$ cat src/rtl/pll_cfg_pkg.sv
// pll_cfg_pkg: shared FSM state encoding, completion status codes and channel field widths
package pll_cfg_pkg;
    localparam int W_CH    = 3;
    localparam int W_RATIO = 10;
    localparam int W_DUTY  = 10;
    localparam int W_PHASE = 13;
    typedef enum logic [2:0] {S_IDLE, S_RST_ASSERT, S_WAIT_LOCK, S_DONE, S_FAIL} state_t;
    typedef enum logic [1:0] {ST_OK = 2'd0, ST_BAD = 2'd1, ST_LOCK_FAIL = 2'd2} status_t;
endpackage

$ cat src/rtl/pll_lock_filt.sv
// pll_lock_filt: 2-flop synchroniser followed by a consecutive-sample lock filter
//   clk, rst : clock, asynchronous active-high reset
//   pll_lock : raw asynchronous lock from the PLL
//   locked   : toggles only after LOCK_FILT consecutive synchronised samples disagree with it
module pll_lock_filt #(
    parameter int LOCK_FILT = 8
) (
    input  logic clk,
    input  logic rst,
    input  logic pll_lock,
    output logic locked
);
    localparam int FW = $clog2(LOCK_FILT + 1);
    logic          r_s1, r_s2, r_lk;
    logic [FW-1:0] r_cnt;
    logic          w_flip;
    assign w_flip = (r_s2 != r_lk) && (r_cnt == FW'(LOCK_FILT - 1));
    always_ff @(posedge clk or posedge rst)
        if (rst) begin
            r_s1  <= 1'b0;
            r_s2  <= 1'b0;
            r_lk  <= 1'b0;
            r_cnt <= '0;
        end else begin
            r_s1  <= pll_lock;
            r_s2  <= r_s1;
            // any sample agreeing with the current state restarts the run
            r_cnt <= (r_s2 == r_lk || w_flip) ? '0 : r_cnt + 1'b1;
            r_lk  <= r_lk ^ w_flip;
        end
    assign locked = r_lk;
endmodule

$ cat src/rtl/pll_dyn_cfg.sv
// pll_dyn_cfg: dynamic PLL output-channel reconfiguration with reset/lock sequencing and retries
//   cfg_valid/cfg_ready/cfg_ch/cfg_ratio/cfg_duty/cfg_phase : request handshake and fields
//   cfg_done/cfg_status : one-cycle completion pulse and its status
//   pll_lock/pll_rst    : raw lock in, PLL reset out
//   dyn_odiv/dyn_duty/dyn_phase : per-channel settings, channel k in slice k
//   locked/busy/lock_lost/err_clr : filtered lock, FSM activity, sticky loss flag and its clear
module pll_dyn_cfg import pll_cfg_pkg::*; #(
    parameter int N_CH         = 5,
    parameter int RST_CYCLES   = 16,
    parameter int LOCK_TIMEOUT = 50000,
    parameter int LOCK_FILT    = 8,
    parameter int MAX_RETRY    = 3,
    parameter int DEF_RATIO    = 6,
    parameter int DEF_DUTY     = 6,
    parameter int DEF_PHASE    = 16
) (
    input  logic                      clk,
    input  logic                      rst,
    input  logic                      cfg_valid,
    output logic                      cfg_ready,
    input  logic [W_CH-1:0]           cfg_ch,
    input  logic [W_RATIO-1:0]        cfg_ratio,
    input  logic [W_DUTY-1:0]         cfg_duty,
    input  logic [W_PHASE-1:0]        cfg_phase,
    output logic                      cfg_done,
    output logic [1:0]                cfg_status,
    input  logic                      pll_lock,
    output logic                      pll_rst,
    output logic [N_CH*W_RATIO-1:0]   dyn_odiv,
    output logic [N_CH*W_DUTY-1:0]    dyn_duty,
    output logic [N_CH*W_PHASE-1:0]   dyn_phase,
    output logic                      locked,
    output logic                      busy,
    output logic                      lock_lost,
    input  logic                      err_clr
);
    localparam int CMAX = LOCK_TIMEOUT > RST_CYCLES ? LOCK_TIMEOUT : RST_CYCLES;
    localparam int CW   = $clog2(CMAX + 1);
    localparam int RW   = $clog2(MAX_RETRY + 2);
    state_t                   r_state, w_next;
    status_t                  r_status;
    logic [CW-1:0]            r_cnt;
    logic [RW-1:0]            r_retry;
    logic                     r_report, r_lk_d, r_lost;
    logic [N_CH*W_RATIO-1:0]  r_odiv;
    logic [N_CH*W_DUTY-1:0]   r_duty;
    logic [N_CH*W_PHASE-1:0]  r_phase;
    logic                     w_locked, w_acc, w_bad, w_loss, w_rise, w_tmo;
    pll_lock_filt #(.LOCK_FILT(LOCK_FILT)) u_filt (
        .clk      (clk),
        .rst      (rst),
        .pll_lock (pll_lock),
        .locked   (w_locked)
    );
    assign w_rise    = w_locked && !r_lk_d;
    assign w_loss    = (r_state == S_IDLE) && !w_locked && r_lk_d;
    // a lock loss wins the IDLE cycle, so a simultaneous request is held off rather than dropped
    assign cfg_ready = (r_state == S_IDLE) && !w_loss;
    assign w_acc     = cfg_valid && cfg_ready;
    assign w_bad     = (int'(cfg_ch) >= N_CH) || (cfg_ratio == '0);
    assign w_tmo     = r_cnt == CW'(LOCK_TIMEOUT - 1);
    always_ff @(posedge clk or posedge rst)
        if (rst) r_state <= S_RST_ASSERT;
        else     r_state <= w_next;
    always_comb begin
        w_next = r_state;
        case (r_state)
            S_IDLE:       w_next = w_loss ? S_RST_ASSERT : !w_acc ? S_IDLE : w_bad ? S_DONE : S_RST_ASSERT;
            S_RST_ASSERT: w_next = (r_cnt == CW'(RST_CYCLES - 1)) ? S_WAIT_LOCK : S_RST_ASSERT;
            S_WAIT_LOCK:  w_next = w_rise ? S_DONE : !w_tmo ? S_WAIT_LOCK :
                                   (r_retry == RW'(MAX_RETRY)) ? S_FAIL : S_RST_ASSERT;
            default:      w_next = S_IDLE;
        endcase
    end
    always_ff @(posedge clk or posedge rst)
        if (rst) begin
            r_cnt    <= '0;
            r_retry  <= '0;
            r_report <= 1'b0;
            r_status <= ST_OK;
            r_lk_d   <= 1'b0;
            r_lost   <= 1'b0;
            r_odiv   <= {N_CH{W_RATIO'(DEF_RATIO)}};
            r_duty   <= {N_CH{W_DUTY'(DEF_DUTY)}};
            r_phase  <= {N_CH{W_PHASE'(DEF_PHASE)}};
        end else begin
            // one counter times both the reset pulse and the lock wait; every state change restarts it
            r_cnt    <= (w_next != r_state || r_state == S_IDLE) ? '0 : r_cnt + 1'b1;
            r_retry  <= (r_state == S_IDLE) ? '0 :
                        (r_state == S_WAIT_LOCK && w_next == S_RST_ASSERT) ? r_retry + 1'b1 : r_retry;
            r_lk_d   <= w_locked;
            r_lost   <= w_loss || (r_lost && !err_clr);
            // only request-driven sequences report; power-up and autonomous relocks stay silent
            r_report <= w_acc || (r_report && !w_loss);
            if (w_acc) r_status <= w_bad ? ST_BAD : ST_OK;
            for (int k = 0; k < N_CH; k++)
                if (w_acc && !w_bad && int'(cfg_ch) == k) begin
                    r_odiv[k*W_RATIO +: W_RATIO]  <= cfg_ratio;
                    r_duty[k*W_DUTY +: W_DUTY]    <= cfg_duty;
                    r_phase[k*W_PHASE +: W_PHASE] <= cfg_phase;
                end
        end
    assign cfg_done   = r_report && (r_state == S_DONE || r_state == S_FAIL);
    assign cfg_status = !cfg_done ? ST_OK : (r_state == S_FAIL) ? ST_LOCK_FAIL : r_status;
    assign pll_rst    = r_state == S_RST_ASSERT;
    assign busy       = r_state != S_IDLE;
    assign locked     = w_locked;
    assign lock_lost  = r_lost;
    assign dyn_odiv   = r_odiv;
    assign dyn_duty   = r_duty;
    assign dyn_phase  = r_phase;
endmodule

$ cat config.mk
export PLATFORM = sky130hd
export DESIGN_NAME = pll_dyn_cfg
export DESIGN_NICKNAME = d
export VERILOG_FILES = /design/src/rtl/pll_cfg_pkg.sv /design/src/rtl/pll_lock_filt.sv /design/src/rtl/pll_dyn_cfg.sv
export SDC_FILE = /design/constraint.sdc
export NUM_CORES = 1
export LEC_CHECK = 0
export ABC_CLOCK_PERIOD_IN_PS = 14200
export CORE_MARGIN = 2
export CORE_UTILIZATION = 62
export CTS_CLUSTER_DIAMETER = 60
export CTS_CLUSTER_SIZE = 24
export DETAILED_ROUTE_END_ITERATION = 10
export DONT_BUFFER_PORTS = 1
export PLACE_DENSITY_LB_ADDON = 0.08
export SETUP_SLACK_MARGIN = 0.4
export SLEW_MARGIN = 10
export SYNTH_ARGS = -nofsm -noshare
export SYNTH_HDL_FRONTEND = slang
export SYNTH_SLANG_ARGS = --single-unit
$ cat constraint.sdc
create_clock -name clk -period 14.2 [get_ports clk]
set_input_delay 2.13 -clock clk [delete_from_list [all_inputs] [get_ports clk]]
set_output_delay 2.13 -clock clk [all_outputs]
set_load 0.01 [all_outputs]
==> impl_metrics.json <==
{
  "start_kind": "input pin",
  "syn_to_final_growth_pct": 9.37,
  "grt_max_degree": 113,
  "grt_pass1_vias": 4583,
  "via_per_inst": 6.00,
  "hold_buffers": 0,
  "clock_path_buffers": 2,
  "synth_most_common_cell": "dfrtp_1",
  "drt_wl_total_microns": 16400,
  "layout.nets": 584,
  "fin_skew_ns": 0.00711,
  "max-slew-margin-rel_pct": 19.0,
  "yosys-top-cells-area": "dfrtp_1 54%, mux2_2 23%, dfstp_2 8.6%",
  "ff2ff_setup_slack_ns": 11.31,
  "grt_pass1_wl_microns": 24800,
  "synthArstFlopShare_pct": 100,
  "synth_seq_cells": 198,
  "synth_largest_area_cell": "dfrtp_1",
  "rsz0062_at_grt": "false",
  "cts_max_level": 4,
  "avgSynthCellArea_sq_um": 14.9,
  "pre_cts_ws_ns": 9.71,
  "finalMaxSlewViolations": 0,
  "fin_crit_ns": 4.01,
  "hpwl_microns": 11200,
  "num-fill-cells": 897,
  "yosysWarnings": 0,
  "post_cts_buffers": 0,
  "crit_arrival_ns": 4.32,
  "end_kind": "flip-flop",
  "final.setup.tns_ns": 0,
  "first_pass_iters": 4,
  "power_leakage_nw": 3.93,
  "path_max_fanout": 19,
  "instances_no_fill": 724,
  "max_slew.worst_pin.slew_ns": 1.21,
  "maxCapViolations": 0,
  "required_ns": 14.50,
  "clk_latency_ns": 0.42,
  "synth_edf_count": 0,
  "syn_nets": 579,
  "hold_viol": 0,
  "layout_setup_ws_ns": 10.19,
  "tritoncts": "built",
  "placed_area_sq_um": 8070,
  "ys.flop_type": "dfrtp_1",
  "cts.reportedPaths.clkPinSlew_ns": 0.07,
  "drive_gt1_share_pct": 41.7,
  "synth_top_area_share_pct": 54.1,
  "ir_worst_vdd_mv": 0.141,
  "diodes": 0,
  "gp_congestion": 0.764,
  "critPathKind": "input pin to flip-flop",
  "dieArea_sq_um": 13800,
  "post-route-period-util_pct": 28.3,
  "antenna_found_initial": 0,
  "drt.antenna.violating_nets": 0,
  "initial_utilization_pct": 63.3,
  "dp_cells": 692,
  "io_buffers": 0,
  "cts_sinks": 198,
  "gr-total-overflow": 0,
  "grt.total_usage_pct": 24.3,
  "status": "finished clean",
  "post_cts_resized": 0,
  "fin_area_sq_um": 8700,
  "syn_inst": 534,
  "rows": 41,
  "dieWidth_microns": 117,
  "power_density_nw_per_um2": 211,
  "setup_viol": 0,
  "wire_per_inst_microns": 22.6,
  "post-route-drc-count": 0,
  "min_path_type": "flip-flop to flip-flop",
  "core_area_sq_um": 12600,
  "fin_total_pwr_mw": 1.84,
  "max_clock_freq_ghz": 0.249,
  "cts_made_buffers": 17,
  "clockRootBuffer": "clkbuf_16",
  "vias": 4346,
  "drt_iter0_markers": 280,
  "io_pins": 214,
  "synthesis.area_sq_um": 7960,
  "synth_cell_types": 46,
  "fp.dieH_microns": 117,
  "ys_seq_area_share_pct": 62.7,
  "synth_commonest_cells": "172 x dfrtp_1, 161 x mux2_2, 32 x nor2_1, 26 x dfstp_2, 13 x nand2_1"
}
==> cell usage in the layout, fill, tap and decap left out, types with 7 or more instances in the layout <==
master and n:
clkbuf_16 17, dfrtp_1 172, dfstp_2 26, inv_1 8
mux2_2 161, nand2_1 13, nand3_1 12, nor2_1 32
nor3_1 8, xnor2_1 10, xor2_1 7
==> layer usage <==
| layer | up-vias | GRT usage, % | routed length, microns |
|---|---|---|---|
| li1 | 1898 | - | - |
| met1 | 2258 | 28.5 | 6210 |
| met2 | 170 | 40.1 | 8160 |
| met3 | 20 | 11.1 | 1760 |
| met4 | 0 | 7.76 | 241 |
| met5 | - | 0 | 0 |
==> critical path: stages <==
cell     delay, ns
nor4_1        0.50
nand3_1       0.25
nand4_1       0.62
buf_4         0.42
mux2_2        0.38
==> registers in the layout, summed over array words and instances (netlist names), 3 cells and up, named ones only <==
name / flops
dyn_duty: 50
u_filt.r_cnt: 4
r_retry: 3
r_cnt: 16
r_state: 3
dyn_phase: 65
dyn_odiv: 50
==> power by group <==
| group | leakage, nW | switching, mW | internal (mW) | total [mW] |
|---|---|---|---|---|
| clock | 0.308 | 0.199 | 0.315 | 0.513 |
| combinational | 1.11 | 0.109 | 0.165 | 0.274 |
| sequential | 2.51 | 0.258 | 0.790 | 1.05 |
==> cell families (layout without fill, tap and decap cells) <==
logic type                 after synthesis  in the layout  synth area share [%]
DFF                                    198            198                  62.7
muxes                                  166            166                  23.5
and+or+nand+nor                        103            103                  7.39
buffers and inverters                   28             46                  2.36
AOI/OAI and AO/OA                       18             18                  1.57
xor gates and xnor gates                17             17                  1.87
adders and majority gates                4              4                 0.629
==> path summary, 6_finish.rpt <==
path	cells past startpoint	from	to
setup / recovery	5	cfg_ratio[1]	dyn_phase[61]
hold / removal	0	u_filt.r_s1	u_filt.r_s2
setup reg to reg	6	r_state[1]	dyn_phase[38]
hold reg to reg	0	u_filt.r_s1	u_filt.r_s2
max in group asynchronous	2	rst	dyn_phase[21]
min in group asynchronous	1	rst	dyn_odiv[37]
==> through the flow <==
| stage | utilization, % | hold WS [ns] |
|---|---|---|
| after floorplan | - | 0.331 |
| after global placement | 64.2 | 0.338 |
| after detailed placement | 64.2 | 0.343 |
| after CTS | 69.2 | 0.359 |
| after global routing | 69.2 | 0.365 |
| final | 69.2 | 0.353 |
==> cell type report <==
cell class	instances	area [sq um]	share of cell area, %
clock buffer	25	495	5.69
inverter	9	38.8	0.446
sequential	198	4990	57.3
clock inverter	7	141	1.62
timing repair buffer	5	37.5	0.431
tap	172	215	2.47
multi-input combinational	308	2790	32.0
(Power assumes the default switching activity.)
